$ cat src/rtl/fifo_rd_arbiter.sv
// fifo_rd_arbiter: round-robin burst scheduler sharing one async-FIFO read port
// among NUM_REQ consumers, with a one-entry output register per-owner valid/ready.
module fifo_rd_arbiter #(
  parameter int NUM_REQ    = 4,
  parameter int DATASIZE   = 8,
  parameter int BURST_LEN  = 4,
  parameter int STARVE_MAX = 8
) (
  input  logic                rclk_i,
  input  logic                rrst_i,
  input  logic [NUM_REQ-1:0]  req_i,
  input  logic [NUM_REQ-1:0]  rready_i,
  input  logic                fifo_empty_i,
  input  logic [DATASIZE-1:0] fifo_rdata_i,
  output logic                ren_o,
  output logic [NUM_REQ-1:0]  gnt_o,
  output logic [DATASIZE-1:0] rdata_o,
  output logic [NUM_REQ-1:0]  rvalid_o,
  output logic [NUM_REQ-1:0]  burst_done_o
);
  localparam int PW = $clog2(NUM_REQ);
  localparam int WW = $clog2(BURST_LEN + 1);
  localparam int SW = $clog2(STARVE_MAX + 1);
  localparam logic [WW-1:0] BL_LAST = WW'(BURST_LEN - 1);
  localparam logic [SW-1:0] SMAX    = SW'(STARVE_MAX);
  localparam logic [PW-1:0] LAST_ID = PW'(NUM_REQ - 1);

  typedef enum logic [1:0] {IDLE, BURST, DRAIN} state_t;

  state_t              r_state, w_state_nxt;
  logic [PW-1:0]       r_ptr, r_gid, w_win, w_idx;
  logic [WW-1:0]       r_wcnt;
  logic [SW-1:0]       r_starve;
  logic [NUM_REQ-1:0]  r_gnt, r_rvalid, r_done;
  logic [DATASIZE-1:0] r_rdata;
  logic                w_any, w_slot_free, w_ren, w_grant, w_release;

  // Scan from the highest offset down so the requester closest to r_ptr wins.
  always_comb begin
    w_win = r_ptr;
    w_idx = r_ptr;
    w_any = 1'b0;
    for (int k = NUM_REQ - 1; k >= 0; k--) begin
      w_idx = PW'((int'(r_ptr) + k) % NUM_REQ);
      if (req_i[w_idx]) begin
        w_win = w_idx;
        w_any = 1'b1;
      end
    end
  end

  assign w_slot_free = !(|r_rvalid) || |(r_rvalid & rready_i);
  assign w_ren = (r_state == BURST) && req_i[r_gid] && !fifo_empty_i &&
                 w_slot_free && (r_wcnt <= BL_LAST);

  always_comb begin
    w_state_nxt = r_state;
    w_grant     = 1'b0;
    w_release   = 1'b0;
    case (r_state)
      IDLE: begin
        w_grant     = w_any && !fifo_empty_i;
        w_state_nxt = w_grant ? BURST : IDLE;
      end
      BURST: w_state_nxt = ((w_ren && r_wcnt == BL_LAST) || !req_i[r_gid] ||
                            r_starve == SMAX) ? DRAIN : BURST;
      DRAIN: begin
        w_release   = w_slot_free;
        w_state_nxt = w_slot_free ? IDLE : DRAIN;
      end
      default: w_state_nxt = IDLE;
    endcase
  end

  always_ff @(posedge rclk_i or posedge rrst_i) begin
    if (rrst_i) begin
      r_state  <= IDLE;
      r_gnt    <= '0;
      r_gid    <= '0;
      r_ptr    <= '0;
      r_wcnt   <= '0;
      r_starve <= '0;
      r_rvalid <= '0;
      r_rdata  <= '0;
      r_done   <= '0;
    end else begin
      r_state <= w_state_nxt;
      r_done  <= w_release ? r_gnt : '0;
      if (w_grant) begin
        r_gnt <= NUM_REQ'(1) << w_win;
        r_gid <= w_win;
      end else if (w_release) begin
        r_gnt <= '0;
      end
      if (w_release) begin
        r_ptr    <= (r_gid == LAST_ID) ? '0 : r_gid + 1'b1;
        r_wcnt   <= '0;
        r_starve <= '0;
      end else if (w_ren) begin
        r_wcnt   <= r_wcnt + 1'b1;
        r_starve <= '0;
      end else if (r_state == BURST && fifo_empty_i && r_starve != SMAX) begin
        r_starve <= r_starve + 1'b1;
      end
      // A held word is only replaced by a read, which requires the slot to be free.
      if (w_ren) begin
        r_rdata  <= fifo_rdata_i;
        r_rvalid <= r_gnt;
      end else if (|(r_rvalid & rready_i)) begin
        r_rvalid <= '0;
      end
    end
  end

  assign ren_o        = w_ren;
  assign gnt_o        = r_gnt;
  assign rdata_o      = r_rdata;
  assign rvalid_o     = r_rvalid;
  assign burst_done_o = r_done;
endmodule

$ cat config.mk
export PLATFORM = sky130hd
export DESIGN_NAME = fifo_rd_arbiter
export DESIGN_NICKNAME = d
export VERILOG_FILES = /design/src/rtl/fifo_rd_arbiter.sv
export SDC_FILE = /design/constraint.sdc
export NUM_CORES = 1
export LEC_CHECK = 0
export BUFFER_PORTS_ARGS = -buffer_cell sky130_fd_sc_hd__buf_2
export CAP_MARGIN = 20
export CORE_AREA = 2 2 63 59
export DETAILED_ROUTE_END_ITERATION = 12
export DIE_AREA = 0 0 65 61
export GPL_TIMING_DRIVEN = 0
export MAX_ROUTING_LAYER = met4
export PLACE_DENSITY_LB_ADDON = 0.3
export SLEW_MARGIN = 20
export SYNTH_ARGS = -nofsm -noshare
export SYNTH_HDL_FRONTEND = slang
export SYNTH_SLANG_ARGS = --single-unit
$ cat constraint.sdc
create_clock -name rclk_i -period 2.1 [get_ports rclk_i]
set_input_delay 0 -clock rclk_i [delete_from_list [all_inputs] [get_ports rclk_i]]
set_output_delay 0 -clock rclk_i [all_outputs]
set_load 0.02 [all_outputs]
==> impl_metrics.ini <==
[finish]
fin_util_pct = 62.79
num_antenna_cells = 0
syn2layout_area_growth_pct = 28.52
drive_above_1_share_pct = 34.20
layout.nets = 216

[clocking]
cts-root-buf = clkbuf_8
cts_setup_buffers = 0
cts_max_path_buffers = 2
cts_sinks = 33
cts_tree = yes
htree_levels = 2
clkTransAtPathRegs_ps = 70
cts_inserted_buffers = 5
clk_latency_ps = 290

[synth]
synthXorXnorAreaFrac_pct = 1.641
synth_seq_area_share_pct = 51.56
synth_common_cells = 33 x dfrtp_1, 10 x inv_1, 10 x nand2_1
syn-num-nets = 161
yosys.area.top_type = dfrtp_1
synth_ff_type = dfrtp_1
synth_top_family_by_area = compound AO/OA/AOI/OAI gates
synth.cell_area_um2 = 1602
synthTopCellsByArea = dfrtp_1 52%, mux2_4 8.4%, ha_1 3.9%, a22o_1 3.3%, a21oi_1 2.5%
yosys.cell_count.top_type = dfrtp_1
synth_edf_count = 0
synth.ff_latch_count = 33
synthDistinctLibCells = 36
synthSimpleGateAreaFrac_pct = 12.34
synthCells = 137
synth_area_per_cell_um2 = 11.69
synth_compound_area_share_pct = 15.47
synth_mux_area_share_pct = 11.09
synth_fa_ha_area_share_pct = 3.906
async_flop_share_pct = 100.0
synth_top_area_share_pct = 51.56
ys.warnings.count = 0

[setup_path]
endpoint = ren_o
critical-path-max-stage-delay_ps = 460
cp.arrival_ps = 1920
crit_start = rvalid_o[3]
endpoint_kind = output pin
r2r-end = r_ptr[0]
path_class = flop to output pin
cp-start-kind = flop
reg2reg_depth = 4
r2r_slack_ps = 290
crit_path_max_fanout = 10
crit_path_top_delay_cell = nor4_1
critical_path.reg2reg.startpoint = rvalid_o[3]
crit_chain = nor4_1, nor3_2, nor2_2, buf_2, buf_2
worstPathRequired_ps = 2100
path_common_cell = buf_2

[route]
drt_iter0_markers = 68
routed_via_density = 5.464
antenna_left = 0
wire_per_inst_um = 15.45
vias = 1295
wirelength_um = 3662
drt_first_pass_iters = 4
drc = 0

[timing]
period_share_pct = 91.44
finalSetupViolCount = 0
hold_viol = 0
finalMaxSlewViolations = 0
final.setup.tns_ps = 0
setup_ws_ps = 179.7
tightest_slew_ps = 671.4
rsz0062_at_grt = false
finClkSkew_ps = 5.684
min_period_ps = 1920
fmaxAchievable_mhz = 520.7
slew_headroom_pct = 55.18

[grt]
antenna_found_initial = 0
grt-ovfl-total = 0
grt_max_degree = 34
grt_first_pass_wirelength_um = 5802
grt.total_usage_pct = 20.69
grt_pass1_vias = 1227

[die]
fp.dieH_um = 61
io_pins = 40
placementRows = 20
start_util_pct = 48.85
die_x_um = 65
fp.dieArea_um2 = 3965
core_um2 = 3278

[power]
vdd_drop_max_mv = 0.8286
power.density_nw_per_um2 = 1397
p_leak_uw = 0.001014
finalPower_uw = 2875

[placement]
place_ws_ps = 295.6
gp_congestion = 0.7859
io_buffers = 39
dp_hpwl_um = 2641

[job]
cap_viol_max_count = 0

[status]
outcome = completed

[min_path]
hold_class = input port to flop
per-layer routing:
layer  GRT usage [%]  vias to the layer above  wire, um
met2           33.58                       40      1820
li1                -                      609         -
met5               -                        -         0
met3           4.082                        6       132
met1           25.21                      640      1642
met4           9.726                        0        66
stage by stage:
step | std cells | instance area, um2 | hold WS [ps]
global placement | 220 | 1852 | 232.3
global route | 237 | 2058 | 108.8
CTS | 237 | 2058 | 101.2
finish | 237 | 2058 | 114.4
floorplan | 137 | 1602 | 128.9
detailed placement | 220 | 1852 | 146.2
how the worst min path moves through the flow:
stage               slack (ps)       startpoint              end  depth (start not counted)
floorplan                  130           rrst_i  burst_done_o[0]                          1
global placement           230  fifo_rdata_i[6]       rdata_o[6]                          2
detailed placement         150           rrst_i       rdata_o[3]                          2
CTS                        100     fifo_empty_i         gnt_o[2]                          3
global route               110     fifo_empty_i         gnt_o[2]                          3
finish                     110     fifo_empty_i         gnt_o[2]                          3
critical path: cells and delay by family, from the launching register on:
kind	cells	cell delay [ps]
DFF	1	410
buffers and inverters	2	470
and+or+nand+nor	3	750
registers in the layout (all words and copies together), names as in the netlist:
name	cells
r_state	2
rdata_o	8
r_starve	4
burst_done_o	4
gnt_o	4
r_ptr	2
rvalid_o	4
r_wcnt	3
r_gid	2
power breakdown:
part	internal [uW]	switching [uW]	total [uW]
logic	528	648	1180
registers	872	209	1080
clock network	387	231	618
final cells by class:
type,instances,area (um2)
inverters,10,37.54
repair buffers,48,285.3
plain buffers,4,26.28
clock inverters,1,30.03
flip-flops and latches,33,825.8
fillers,283,1220
clock buffers,7,86.33
well taps,44,55.05
multi-input cells,90,711.9
layout by cell type, fill, tap and decap left out, drive strengths merged:
master	netlist	routed
a21o	1	1
a21oi	8	8
a22o	6	6
and2	5	5
and3b	1	1
buf	4	43
bufinv	0	1
clkbuf	0	7
dfrtp	33	33
dlygate4sd3	0	9
ha	5	5
inv	10	10
mux2	9	9
mux2i	2	2
mux4	1	1
nand2	10	10
nand3	1	1
nand3b	1	1
nand4	1	1
nor2	4	4
nor2b	4	4
nor3	6	6
nor4	2	2
o2111ai	1	1
o21a	1	1
o21ai	7	7
o221a	1	1
o221ai	1	1
o2bb2ai	1	1
o311a	1	1
o311ai	1	1
o31ai	1	1
o32ai	4	4
or4	1	1
xnor2	1	1
xor2	2	2
kinds of logic (layout without fill, tap and decap cells):
| kind of cell | after synthesis | after routing |
|---|---|---|
| simple gates | 36 | 36 |
| compound gates | 34 | 34 |
| flops | 33 | 33 |
| buf+inv | 14 | 70 |
| mux | 12 | 12 |
| fa+ha+maj | 5 | 5 |
| xor+xnor | 3 | 3 |
repair_timing:
action,4_1_cts,5_1_grt
endpoints found under the setup margin,0,0
hold buffers,9,0
gates resized for setup,0,0
hold endpoints to repair,41,0
No activity file was read; power rests on OpenSTA's default activity.
